==> src/rtl/risc8_outport_if.sv <==
// risc8_outport bus bundle: CPU data-memory side plus the output stream.
// slave = the port itself, master = CPU/consumer side.
interface risc8_outport_if;
  logic [7:0] mem_addr;
  logic       mem_wr_en;
  logic [7:0] mem_wr_data;
  logic       rd_hit;
  logic [7:0] rd_data;
  logic [7:0] out_data;
  logic       out_valid;
  logic       out_ready;
  logic       overflow;

  modport slave (
    input  mem_addr,
    input  mem_wr_en,
    input  mem_wr_data,
    input  out_ready,
    output rd_hit,
    output rd_data,
    output out_data,
    output out_valid,
    output overflow
  );

  modport master (
    output mem_addr,
    output mem_wr_en,
    output mem_wr_data,
    output out_ready,
    input  rd_hit,
    input  rd_data,
    input  out_data,
    input  out_valid,
    input  overflow
  );
endinterface

==> src/rtl/risc8_outport.sv <==
// risc8_outport: memory-mapped TX FIFO with valid/ready drain and status reg.
// Ports: clk, rst_n (async low), bus (slave: CPU store/status + out stream).
module risc8_outport #(
  parameter int         DEPTH     = 8,
  parameter logic [7:0] TX_ADDR   = 8'hFF,
  parameter logic [7:0] STAT_ADDR = 8'hFE
) (
  input logic            clk,
  input logic            rst_n,
  risc8_outport_if.slave bus
);
  localparam int AW = $clog2(DEPTH);
  localparam int CW = AW + 1;

  logic [7:0]    mem [DEPTH];
  logic [AW-1:0] wr_ptr;
  logic [AW-1:0] rd_ptr;
  logic [CW-1:0] count;
  logic          ovf;

  logic push;
  logic pop;
  logic stat_wr;
  logic flush;
  logic ovf_clr;
  logic full;
  logic empty;
  logic accept;
  logic drop;

  assign full    = (count == CW'(DEPTH));
  assign empty   = (count == '0);
  assign push    = bus.mem_wr_en & (bus.mem_addr == TX_ADDR);
  assign pop     = ~empty & bus.out_ready;
  assign stat_wr = bus.mem_wr_en & (bus.mem_addr == STAT_ADDR);
  assign flush   = stat_wr & bus.mem_wr_data[0];
  assign ovf_clr = stat_wr & bus.mem_wr_data[7];
  // A same-cycle pop frees the slot, so a full FIFO still takes the push.
  assign accept  = push & (~full | pop);
  assign drop    = push & full & ~pop;

  always_ff @(posedge clk) begin
    if (accept)
      mem[wr_ptr] <= bus.mem_wr_data;
  end

  always_ff @(posedge clk or negedge rst_n) begin
    if (!rst_n) begin
      wr_ptr <= '0;
      rd_ptr <= '0;
      count  <= '0;
    end else if (flush) begin
      wr_ptr <= '0;
      rd_ptr <= '0;
      count  <= '0;
    end else begin
      if (accept)
        wr_ptr <= wr_ptr + AW'(1);
      if (pop)
        rd_ptr <= rd_ptr + AW'(1);
      unique case ({accept, pop})
        2'b10:   count <= count + CW'(1);
        2'b01:   count <= count - CW'(1);
        default: count <= count;
      endcase
    end
  end

  // Drop beats a same-cycle clear so a lost byte is never hidden.
  always_ff @(posedge clk or negedge rst_n) begin
    if (!rst_n)
      ovf <= 1'b0;
    else if (drop)
      ovf <= 1'b1;
    else if (ovf_clr)
      ovf <= 1'b0;
  end

  assign bus.out_valid = ~empty;
  assign bus.out_data  = empty ? 8'h00 : mem[rd_ptr];
  assign bus.overflow  = ovf;
  assign bus.rd_hit    = (bus.mem_addr == STAT_ADDR);
  assign bus.rd_data   = bus.rd_hit
                       ? {ovf, full, empty, 1'b0, 4'(count)}
                       : 8'h00;
endmodule

==> src/flat_wrapper.sv <==
// flat-port wrapper written by rule: the top's interface ports become plain ports
module risc8_outport_flat 
#(
  parameter int         DEPTH     = 8,
  parameter logic [7:0] TX_ADDR   = 8'hFF,
  parameter logic [7:0] STAT_ADDR = 8'hFE
)
  (clk, rst_n, bus_mem_addr, bus_mem_wr_en, bus_mem_wr_data, bus_out_ready, bus_rd_hit, bus_rd_data, bus_out_data, bus_out_valid, bus_overflow);
  risc8_outport_if bus_i ();
  input logic clk;
  input logic rst_n;
  input wire logic [$bits(bus_i.mem_addr)-1:0] bus_mem_addr;
  input wire logic [$bits(bus_i.mem_wr_en)-1:0] bus_mem_wr_en;
  input wire logic [$bits(bus_i.mem_wr_data)-1:0] bus_mem_wr_data;
  input wire logic [$bits(bus_i.out_ready)-1:0] bus_out_ready;
  output wire logic [$bits(bus_i.rd_hit)-1:0] bus_rd_hit;
  output wire logic [$bits(bus_i.rd_data)-1:0] bus_rd_data;
  output wire logic [$bits(bus_i.out_data)-1:0] bus_out_data;
  output wire logic [$bits(bus_i.out_valid)-1:0] bus_out_valid;
  output wire logic [$bits(bus_i.overflow)-1:0] bus_overflow;
  assign bus_i.mem_addr = bus_mem_addr;
  assign bus_i.mem_wr_en = bus_mem_wr_en;
  assign bus_i.mem_wr_data = bus_mem_wr_data;
  assign bus_i.out_ready = bus_out_ready;
  assign bus_rd_hit = bus_i.rd_hit;
  assign bus_rd_data = bus_i.rd_data;
  assign bus_out_data = bus_i.out_data;
  assign bus_out_valid = bus_i.out_valid;
  assign bus_overflow = bus_i.overflow;
  risc8_outport #(.DEPTH(DEPTH), .TX_ADDR(TX_ADDR), .STAT_ADDR(STAT_ADDR)) u_core (.clk(clk), .rst_n(rst_n), .bus(bus_i));
endmodule
==> config.mk <==
export PLATFORM = sky130hd
export DESIGN_NAME = risc8_outport_flat
export DESIGN_NICKNAME = d
export VERILOG_FILES = /design/src/rtl/risc8_outport_if.sv /design/src/rtl/risc8_outport.sv /design/src/flat_wrapper.sv
export SDC_FILE = /design/constraint.sdc
export NUM_CORES = 1
export LEC_CHECK = 0
export ABC_AREA = 1
export BUFFER_PORTS_ARGS = -buffer_cell sky130_fd_sc_hd__buf_2
export CAP_MARGIN = 5
export CORE_ASPECT_RATIO = 1.2
export CORE_MARGIN = 2
export CORE_UTILIZATION = 45
export DETAILED_ROUTE_END_ITERATION = 12
export PLACE_DENSITY = 0.65
export SLEW_MARGIN = 40
export SYNTH_ARGS = -nofsm -noshare
export SYNTH_HDL_FRONTEND = slang
export SYNTH_SLANG_ARGS = --single-unit
export TNS_END_PERCENT = 100
==> constraint.sdc <==
create_clock -name clk -period 3.7 [get_ports clk]
set_clock_uncertainty 0.05 [all_clocks]
set_input_delay 0.185 -clock clk [delete_from_list [all_inputs] [get_ports clk]]
set_output_delay 0.185 -clock clk [all_outputs]
set_load 0.01 [all_outputs]
==> results of run 1 <==
## flip-flops by register name, indices dropped and copies added, names as in the netlist
signal               count
u_core.wr_ptr            3
u_core.mem              64
u_core.bus.overflow      1
u_core.count             4
u_core.rd_ptr            3
## through the flow
step	power, W	hold slack (ps)	worst slack [ps]	area, um^2	cells
after floorplan	0.00174	-161	1810	3420	308
after global placement	0.00196	23.5	1500	3670	428
after detailed placement	0.00198	26.5	1390	3680	428
after CTS	0.00251	65.5	1270	3860	445
after global routing	0.00269	73.8	1040	3870	445
final	0.00250	72.6	1290	3870	445
## cell families after synthesis
kind of cell	synth area share
DFF	0.643
AOI/OAI and AO/OA	0.0948
adders and majority gates	0.0205
and+or+nand+nor	0.167
other	0.00110
buffers and inverters	0.0479
muxes	0.0234
xor gates and xnor gates	0.00256
## worst max-delay path by stage
| stage | from | end | slack, ps |
|---|---|---|---|
| after floorplan | u_core.count[0] | u_core.mem[0][0] | 1810 |
| after global placement | u_core.count[0] | u_core.mem[5][3] | 1500 |
| after detailed placement | u_core.count[0] | u_core.mem[4][0] | 1390 |
| after CTS | u_core.rd_ptr[0] | bus_out_data[2] | 1270 |
| after global routing | u_core.rd_ptr[0] | bus_out_data[2] | 1040 |
| final | u_core.rd_ptr[0] | bus_out_data[2] | 1290 |
## area by class of cell
cell class                      count  area (um^2)  area share
Sequential cell                    75         2200       0.568
Multi-Input combinational cell    201         1080       0.278
Timing Repair Buffer               44          240      0.0621
Clock buffer                       10          128      0.0330
Tap cell                           90          113      0.0291
Inverter                           19         71.3      0.0184
Clock inverter                      6         41.3      0.0107
## timing repair
action                                  CTS  global route
endpoints found under the hold margin    11             0
endpoints found under the setup margin    0             0
hold buffers                              1             0
## where the power goes
part	switching, W	leakage [nW]	internal (W)
Combinational	0.000547	0.733	0.000336
Sequential	0.000114	0.703	0.000960
Clock	0.000298	0.0787	0.000243
Total	0.000958	1.52	0.00154
## synthesized netlist by cell type (all sizes together)
cell and count:
nor3 10, xor2 1, a21oi 4, conb 1
o22ai 8, nand4 1, nand3 19, buf 12
ha 4, o21ai 45, mux2i 8, o21bai 1
dfrtp 11, inv 19, edfxtp 64, clkbuf 1
nor2 64, fa 1, nand2 33, a31oi 1
## metal layers
metal	wire (um)	share of wire	vias up
li1	-	-	1159
met1	3040	0.45	1091
met2	3310	0.49	71
met3	229	0.034	18
met4	219	0.032	0
met5	0	0	-
## worst max-delay path: cells and delay by family, from the launching register on
family | cells | cell delay, ps
buffers and inverters | 3 | 810
AOI/OAI and AO/OA | 3 | 550
DFF | 1 | 400
and+or+nand+nor | 1 | 80
==> flow_metrics.py, run 1 <==
metrics = {
    "outcome": {
        "outcome": "finished clean",
    },
    "route": {
        "drt_pass1_iterations": 4,
        "wl_per_cell_um": 15.3,
        "via_count": 2339,
        "antenna_left": 0,
        "drt_iter0_drc": 100,
        "wirelength_um": 6810,
        "drc": 0,
        "viasPerCell": 5.26,
    },
    "clock_network": {
        "postCtsSetupBuffers": 0,
        "cts.repair.resized": 0,
        "cts_tree": "done",
        "cts_buffers": 9,
        "clk_pin_slew_ps": 80,
        "clock_latency_ps": 340,
        "htree_levels": 3,
        "clk_path_buf_depth": 2,
        "cts_root_buffer": "clkbuf_8",
        "cts.sinks": 75,
    },
    "cells_and_area": {
        "area_growth_pct": 13.2,
        "layout.nets": 375,
        "layout_common_cells": "edfxtp_1, nor2_1, o21ai_0",
        "antenna_cells": 0,
        "final_common_cell": "edfxtp_1",
        "fill_cells": 670,
        "final_util": 0.529,
        "layout-drive-gt1-share": 0.234,
    },
    "timing": {
        "tns_ps": 0,
        "fin_crit_sh": 0.651,
        "drv_slew": 0,
        "grt_setup_unrepaired": "false",
        "period_needed_ps": 2410,
        "setup_viol": 0,
        "relSlewSlack": 0.540,
        "fmax_ghz": 0.415,
        "finalHoldViolCount": 0,
        "worstMarginPinSlew_ps": 687,
    },
    "yosys": {
        "syn_avg_cell_area_um2": 11.1,
        "synth_top_area_share": 0.562,
        "synth.distinct_cells": 30,
        "syn_nets": 333,
        "synth_area_leader_cell": "edfxtp_1",
        "ys_seq_elements": 75,
        "synth.top_cells.by_area": "edfxtp_1, dfrtp_1, nor2_1, o21ai_0, nand2_1",
        "yosys_warnings": 0,
        "synthCells": 308,
        "seq_area_frac_synth": 0.643,
        "syn_area_um2": 3420,
    },
    "worst_hold_path": {
        "hold_path_startpoint": "bus_mem_wr_data[2]",
        "hold_path_class": "in -> reg",
        "whs_path_depth": 1,
        "min_to": "u_core.mem[6][2]",
    },
    "critical_path": {
        "required_ps": 3460,
        "worstReg2RegStart": "u_core.count[0]",
        "path_class": "reg -> out",
        "critPathCaptureType": "output port",
        "start_kind": "flop",
        "cp.arrival_ps": 2180,
        "slowest_delay_ps": 400,
        "rr_worst_depth": 13,
        "crit_slowest_cell": "dfrtp_1",
        "reg2reg_slack_ps": 1560,
        "worstPathMaxFanout": 33,
        "worstPathCellList": "buf_4 > inv_2 > o21ai_0 > o21ai_0 > o21ai_0 > nor2_1 > buf_2",
        "crit_top_cell": "o21ai_0",
        "r2r_end": "u_core.count[3]",
    },
    "global_route": {
        "use_met3": 0.0232,
        "grt_use_met2": 0.302,
        "track_usage": 0.178,
        "gr-total-overflow": 0,
        "first_global_vias": 2355,
        "grt_pass1_wl_um": 11300,
        "grt_antenna_before_repair": 0,
        "top_usage_layer": "met2",
        "use_met1": 0.223,
        "grt_max_degree": 35,
    },
    "power_and_ir_drop": {
        "p_leak_nw": 1.52,
        "vdd_ir_drop_max_mv": 0.443,
        "cellPowerDensity_nw_per_um2": 646,
    },
    "die": {
        "die-area_um2": 8310,
        "ioPinCount": 39,
        "core_area_um2": 7320,
        "start_util": 0.467,
        "die_height_um": 99.5,
        "num_rows": 34,
        "die_w_um": 83.6,
    },
    "placement": {
        "dp_hpwl_um": 4570,
        "portBuffers": 37,
        "gp_congestion": 0.865,
    },
    "job": {
        "drv_cap": 0,
    },
}
No activity file was read; power rests on OpenSTA's default activity.
==> run 2: changes to the inputs <==
- PLACE_DENSITY: 0.65 -> 0.68
- clock period: 3.7 -> 2.2 ns (I/O delays scaled with it)
==> run 2 against run 1 <==
Net effect: total power rose by 79%; setup slack got worse by 1200 ps; combinational power rose by 80%; clock power increased by 110%; cell area grew 3.6%; worst hold slack got worse by 29 ps.
==> flow_metrics.py, run 2 (synthesis gave the netlist of run 1 again) <==
metrics = {
    "outcome": {
        "outcome": "finished clean",
    },
    "cells_and_area": {
        "layout_common_cells": "edfxtp_1, nor2_1, o21ai_0",
        "top_regs": "u_core.mem: 64 flops, u_core.count: 4 flops",
        "area_growth_pct": 17.2,
        "layout-drive-gt1-share": 0.238,
        "regMostFlops": "u_core.mem",
        "antenna_cells": 0,
        "layoutNonFillerInstCount": 456,
        "final_common_cell": "edfxtp_1",
        "largest_reg_flops": 64,
        "layout.nets": 386,
    },
    "global_route": {
        "gr-total-overflow": 0,
        "first_global_vias": 2300,
        "grt_pass1_wl_um": 11200,
        "grt_max_degree": 33,
        "track_usage": 0.175,
        "grt_antenna_before_repair": 0,
    },
    "placement": {
        "gp_congestion": 0.845,
        "portBuffers": 37,
        "dpl.cell_count": 433,
        "dp_hpwl_um": 4480,
    },
    "route": {
        "viasPerCell": 5.30,
        "drt_iter0_drc": 192,
        "drt_pass1_iterations": 4,
        "antenna_left": 0,
        "drc": 0,
        "wl_per_cell_um": 14.9,
        "wirelength_um": 6780,
        "via_count": 2415,
    },
    "die": {
        "die_w_um": 83.6,
        "num_rows": 34,
        "die-area_um2": 8310,
        "core_area_um2": 7320,
        "ioPinCount": 39,
        "start_util": 0.467,
        "die_height_um": 99.5,
    },
    "critical_path": {
        "crit_slowest_cell": "dfrtp_2",
        "required_ps": 2040,
        "worstReg2RegStart": "u_core.count[0]",
        "critPathCaptureType": "output port",
        "worstPathCellList": "inv_2 > o21ai_0 > o21ai_0 > o21ai_0 > nor2_1 > buf_2",
        "startpoint": "u_core.rd_ptr[0]",
        "slowest_delay_ps": 490,
        "crit_top_cell": "o21ai_0",
        "start_kind": "flop",
        "worstPathMaxFanout": 24,
        "cp.arrival_ps": 1930,
        "path_class": "reg -> out",
    },
    "timing": {
        "period_needed_ps": 2090,
        "drv_slew": 0,
        "fmax_ghz": 0.479,
        "finalHoldViolCount": 0,
        "grt_setup_unrepaired": "false",
        "fin_crit_sh": 0.950,
        "tns_ps": 0,
        "setup_viol": 0,
    },
    "clock_network": {
        "cts.sinks": 75,
        "clk_pin_slew_ps": 70,
        "htree_levels": 3,
        "clk_path_buf_depth": 2,
        "cts_tree": "done",
        "clock_latency_ps": 330,
        "cts_root_buffer": "clkbuf_8",
        "cts_buffers": 9,
    },
    "worst_hold_path": {
        "hold_path_startpoint": "bus_mem_wr_data[7]",
        "hold_path_class": "in -> reg",
    },
    "power_and_ir_drop": {
        "p_leak_nw": 1.59,
        "cellPowerDensity_nw_per_um2": 1120,
        "vdd_ir_drop_max_mv": 0.711,
    },
    "job": {
        "drv_cap": 0,
    },
}
run 2: cell count changes in the layout (fill, tap and decap cells not counted), sizes merged:
cell         change
dlygate4sd3      +6
buf              +5
bufinv           +2
clkinvlp         -2
clkinv           +1
inv              -1
run 2: routing by layer:
layer / vias up / track usage / part of all wire
met5: - / 0 / 0
met3: 12 / 0.0241 / 0.059
met1: 1140 / 0.227 / 0.42
met2: 81 / 0.283 / 0.49
li1: 1182 / - / -
met4: 0 / 0.100 / 0.025
run 2: path summary, 6_finish.rpt:
path | end | slack, ps | cells past startpoint
max | bus_out_data[0] | 110 | 6
min | u_core.mem[6][7] | 40 | 1
max reg2reg | u_core.count[3] | 240 | 13
min reg2reg | u_core.rd_ptr[1] | 480 | 2
max in group asynchronous | u_core.rd_ptr[0] | 1750 | 2
min in group asynchronous | u_core.count[2] | 120 | 2
run 2: power breakdown:
group	leakage (nW)	internal, W	total (W)	switching [W]
clock network	0.106	0.000640	0.00112	0.000483
registers	0.701	0.00162	0.00176	0.000144
logic	0.784	0.000604	0.00159	0.000988
run 2: critical path: cells and delay by family, from the launching register on:
kind	cells	cell delay (ps)
AO/OA/AOI/OAI	3	350
buffers and inverters	2	540
flip-flops	1	490
AND/OR/NAND/NOR	1	220
run 2: cell type report:
type / count / area [um^2]
clock buffers: 10 / 128
clock inverters: 6 / 90.1
fillers: 645 / 3310
inverters: 19 / 71.3
multi-input cells: 201 / 1070
flip-flops and latches: 75 / 2200
well taps: 90 / 113
repair buffers: 55 / 338
run 2: per-stage QoR:
stage	area (um^2)	total power, W	setup WS (ps)	hold WS, ps	util
floorplan	3420	0.00293	310	-236	-
global placement	3710	0.00331	229	-53.2	0.506
detailed placement	3710	0.00335	160	-47.8	0.506
CTS	3990	0.00448	80.3	40.6	0.546
global route	4010	0.00479	6.98	54.3	0.548
finish	4010	0.00448	111	43.4	0.548
run 2: timing repair:
| action | in CTS | in global routing |
|---|---|---|
| endpoints found under the hold margin | 59 | 0 |
| resized for setup | 0 | 5 |
| hold buffers | 7 | 0 |
| buffers inserted | 0 | 0 |
| setup endpoints to repair | 0 | 6 |
==> run 3: changes to the inputs <==
- ABC_AREA: 1 -> 0
- CAP_MARGIN: 5 -> unset
==> run 3 against run 2 <==
Net effect: routed wire length decreased by 8.5%; sequential share of layout area fell by 1.1 points; critical endpoint is now u_core.count[3]; the run now ends with negative setup slack left; count of clock-buffer cells in the layout unchanged; flip-flop and latch count did not move; first-iteration DRC count is 54% lower.
==> flow_metrics.py, run 3 <==
metrics = {
    "yosys": {
        "syn_avg_cell_area_um2": 16.3,
        "synth.distinct_cells": 35,
        "syn_nets": 223,
        "synthTopCellsByCount": "edfxtp_1, nor2_1, mux4_2, dfrtp_1, mux2i_1",
        "synth-edff-count": 64,
        "synth_area_leader_cell": "edfxtp_1",
        "synthArstFlopShare": 0.147,
        "ys_seq_elements": 75,
        "synthCells": 198,
        "yosys_warnings": 0,
        "seq_area_frac_synth": 0.679,
        "synth_top_area_share": 0.594,
        "ys.flop_type": "edfxtp_1",
        "synth.top_cells.by_area": "edfxtp_1, mux4_2, dfrtp_1, nor2_1, mux2i_1",
        "synth.most_common_cell": "edfxtp_1",
        "syn_area_um2": 3240,
    },
    "timing": {
        "grt_setup_unrepaired": "true",
        "fin_crit_sh": 1.07,
        "setup_slack_ps": -147,
        "fin_hold_ws_ps": 24.1,
        "finalHoldViolCount": 0,
        "relSlewSlack": 0.580,
        "period_needed_ps": 2350,
        "fmax_ghz": 0.426,
        "setup_viol": 1,
        "drv_slew": 0,
        "worstMarginPinSlew_ps": 625,
    },
    "cells_and_area": {
        "final_common_cell": "edfxtp_1",
        "layout.nets": 294,
        "largest_reg_flops": 64,
        "area_growth_pct": 26.1,
        "layout_common_cells": "edfxtp_1, buf_2, buf_4",
        "antenna_cells": 0,
        "top_regs": "u_core.mem: 64 flops, u_core.count: 4 flops",
        "regMostFlops": "u_core.mem",
        "fill_cells": 526,
        "finalInstanceArea_um2": 4080,
        "final_util": 0.592,
        "layout-drive-gt1-share": 0.420,
    },
    "clock_network": {
        "htree_levels": 3,
        "clock_latency_ps": 340,
        "clk_pin_slew_ps": 80,
        "cts_tree": "done",
        "cts.sinks": 75,
        "cts_buffers": 9,
        "clk_path_buf_depth": 2,
        "cts_root_buffer": "clkbuf_8",
    },
    "critical_path": {
        "worstPathCellList": "or3_4 > nor2_4 > inv_4 > nand2_4 > nor2_4 > ha_4 > a21o_1 > a21oi_2 > or3_4 > a31oi_4 > a21oi_2",
        "endpoint": "u_core.count[3]",
        "rr_worst_depth": 11,
        "start_kind": "flop",
        "slowest_delay_ps": 400,
        "startpoint": "u_core.count[0]",
        "path_class": "reg -> reg",
        "crit_slowest_cell": "or3_4",
        "critPathCaptureType": "flop",
        "cp.arrival_ps": 2510,
        "worstPathMaxFanout": 4,
        "r2r_end": "u_core.count[3]",
        "required_ps": 2360,
        "worstReg2RegStart": "u_core.count[0]",
        "reg2reg_slack_ps": -150,
    },
    "outcome": {
        "outcome": "finished with violations",
        "violations": "negative setup slack",
    },
    "placement": {
        "gp_congestion": 0.790,
        "place_area_um2": 3700,
        "dp_hpwl_um": 4020,
        "portBuffers": 37,
    },
    "global_route": {
        "grt_max_degree": 17,
        "first_global_vias": 1940,
        "gr-total-overflow": 0,
        "track_usage": 0.171,
        "grt_antenna_before_repair": 0,
        "grt_pass1_wl_um": 9720,
    },
    "route": {
        "wl_per_cell_um": 17.2,
        "wirelength_um": 6210,
        "drt_iter0_drc": 88,
        "drc": 0,
        "drt_pass1_iterations": 4,
        "via_count": 1893,
        "viasPerCell": 5.24,
        "antenna_left": 0,
    },
    "power_and_ir_drop": {
        "p_sw_w": 0.00125,
        "p_leak_nw": 1.52,
        "p_comb_frac": 0.340,
        "p_seq_frac": 0.398,
        "intPower_w": 0.00304,
        "vdd_ir_drop_max_mv": 0.617,
        "cellPowerDensity_nw_per_um2": 1050,
        "pwr-share-clk": 0.263,
        "switching_share": 0.291,
    },
    "die": {
        "die-area_um2": 7890,
        "die_height_um": 96.9,
        "start_util": 0.469,
        "core_area_um2": 6900,
        "die_w_um": 81.4,
        "num_rows": 33,
        "ioPinCount": 39,
    },
    "worst_hold_path": {
        "whs_path_depth": 1,
        "hold_path_class": "in -> reg",
    },
    "job": {
        "drv_cap": 0,
    },
}
## run 3: cell count changes after synthesis, moves of 7 or more
cell	previous run	this run
nand2_1	26	6
inv_1	15	3
nor2_1	60	28
nand2_2	7	0
o21ai_0	44	1
o22ai_1	8	0
nand3_1	18	4
mux4_2	0	16
## run 3: cells by family after synthesis
| logic type | share of synthesized area |
|---|---|
| simple gates | 0.0947 |
| buf+inv | 0.0162 |
| mux | 0.149 |
| compound gates | 0.0244 |
| fa+ha+maj | 0.0217 |
| other cells | 0.00116 |
| xor+xnor | 0.0135 |
| flops | 0.679 |
## run 3: worst min-delay path by stage
stage	from	to	slack, ps
floorplan	rst_n	u_core.bus.overflow	-240
global placement	rst_n	u_core.bus.overflow	-40
detailed placement	rst_n	u_core.count[3]	-50
CTS	bus_mem_wr_data[7]	u_core.mem[4][7]	7
global route	bus_mem_wr_data[7]	u_core.mem[7][7]	20
finish	bus_mem_wr_data[7]	u_core.mem[4][7]	20
## run 3: per-stage QoR
step / setup TNS, ps / total power [W] / std cells / worst slack [ps]
6_report: -147 / 0.00430 / 361 / -147
5_1_grt: -682 / 0.00453 / 361 / -225
4_1_cts: -120 / 0.00428 / 358 / -120
3_5_place_dp: -201 / 0.00311 / 333 / -201
3_3_place_gp: -1550 / 0.00309 / 333 / -112
2_1_floorplan: -324 / 0.00264 / 198 / -324
## run 3: area by class of cell
type / instances / area (um^2) / share of cell area
Clock buffer: 10 / 128 / 0.0313
Clock inverter: 6 / 88.8 / 0.0218
Inverter: 3 / 13.8 / 0.00337
Multi-Input combinational cell: 111 / 1060 / 0.261
Sequential cell: 75 / 2200 / 0.538
Tap cell: 87 / 109 / 0.0267
Timing Repair Buffer: 69 / 480 / 0.118
## run 3: critical path: cells and delay by family, from the launching register on
family | cells | cell delay, ps
AO/OA/AOI/OAI | 4 | 440
buffers and inverters | 1 | 50
AND/OR/NAND/NOR | 5 | 1040
adder cells (fa/ha/maj) | 1 | 270
flip-flops | 1 | 380
## run 3: what timing repair did
item	CTS	global route
setup buffers	2	3
resized for setup	1	9
pin swaps	2	11
hold endpoints to repair	59	0
setup endpoints to repair	1	49
gates cloned	0	0
hold buffers	7	0
## run 3: power groups by stage
stage               Combinational, W  Sequential, W  Clock (W)
CTS                          0.00142        0.00171    0.00115
global placement             0.00136        0.00173          0
detailed placement           0.00137        0.00174          0
global route                 0.00160        0.00172    0.00121
finish                       0.00146        0.00171    0.00113
floorplan                   0.000936        0.00170          0
## run 3: layer usage
layer / GRT usage / part of all wire
met5: 0 / 0
met4: 0.0808 / 0.016
met3: 0.0466 / 0.048
met2: 0.271 / 0.52
met1: 0.215 / 0.41
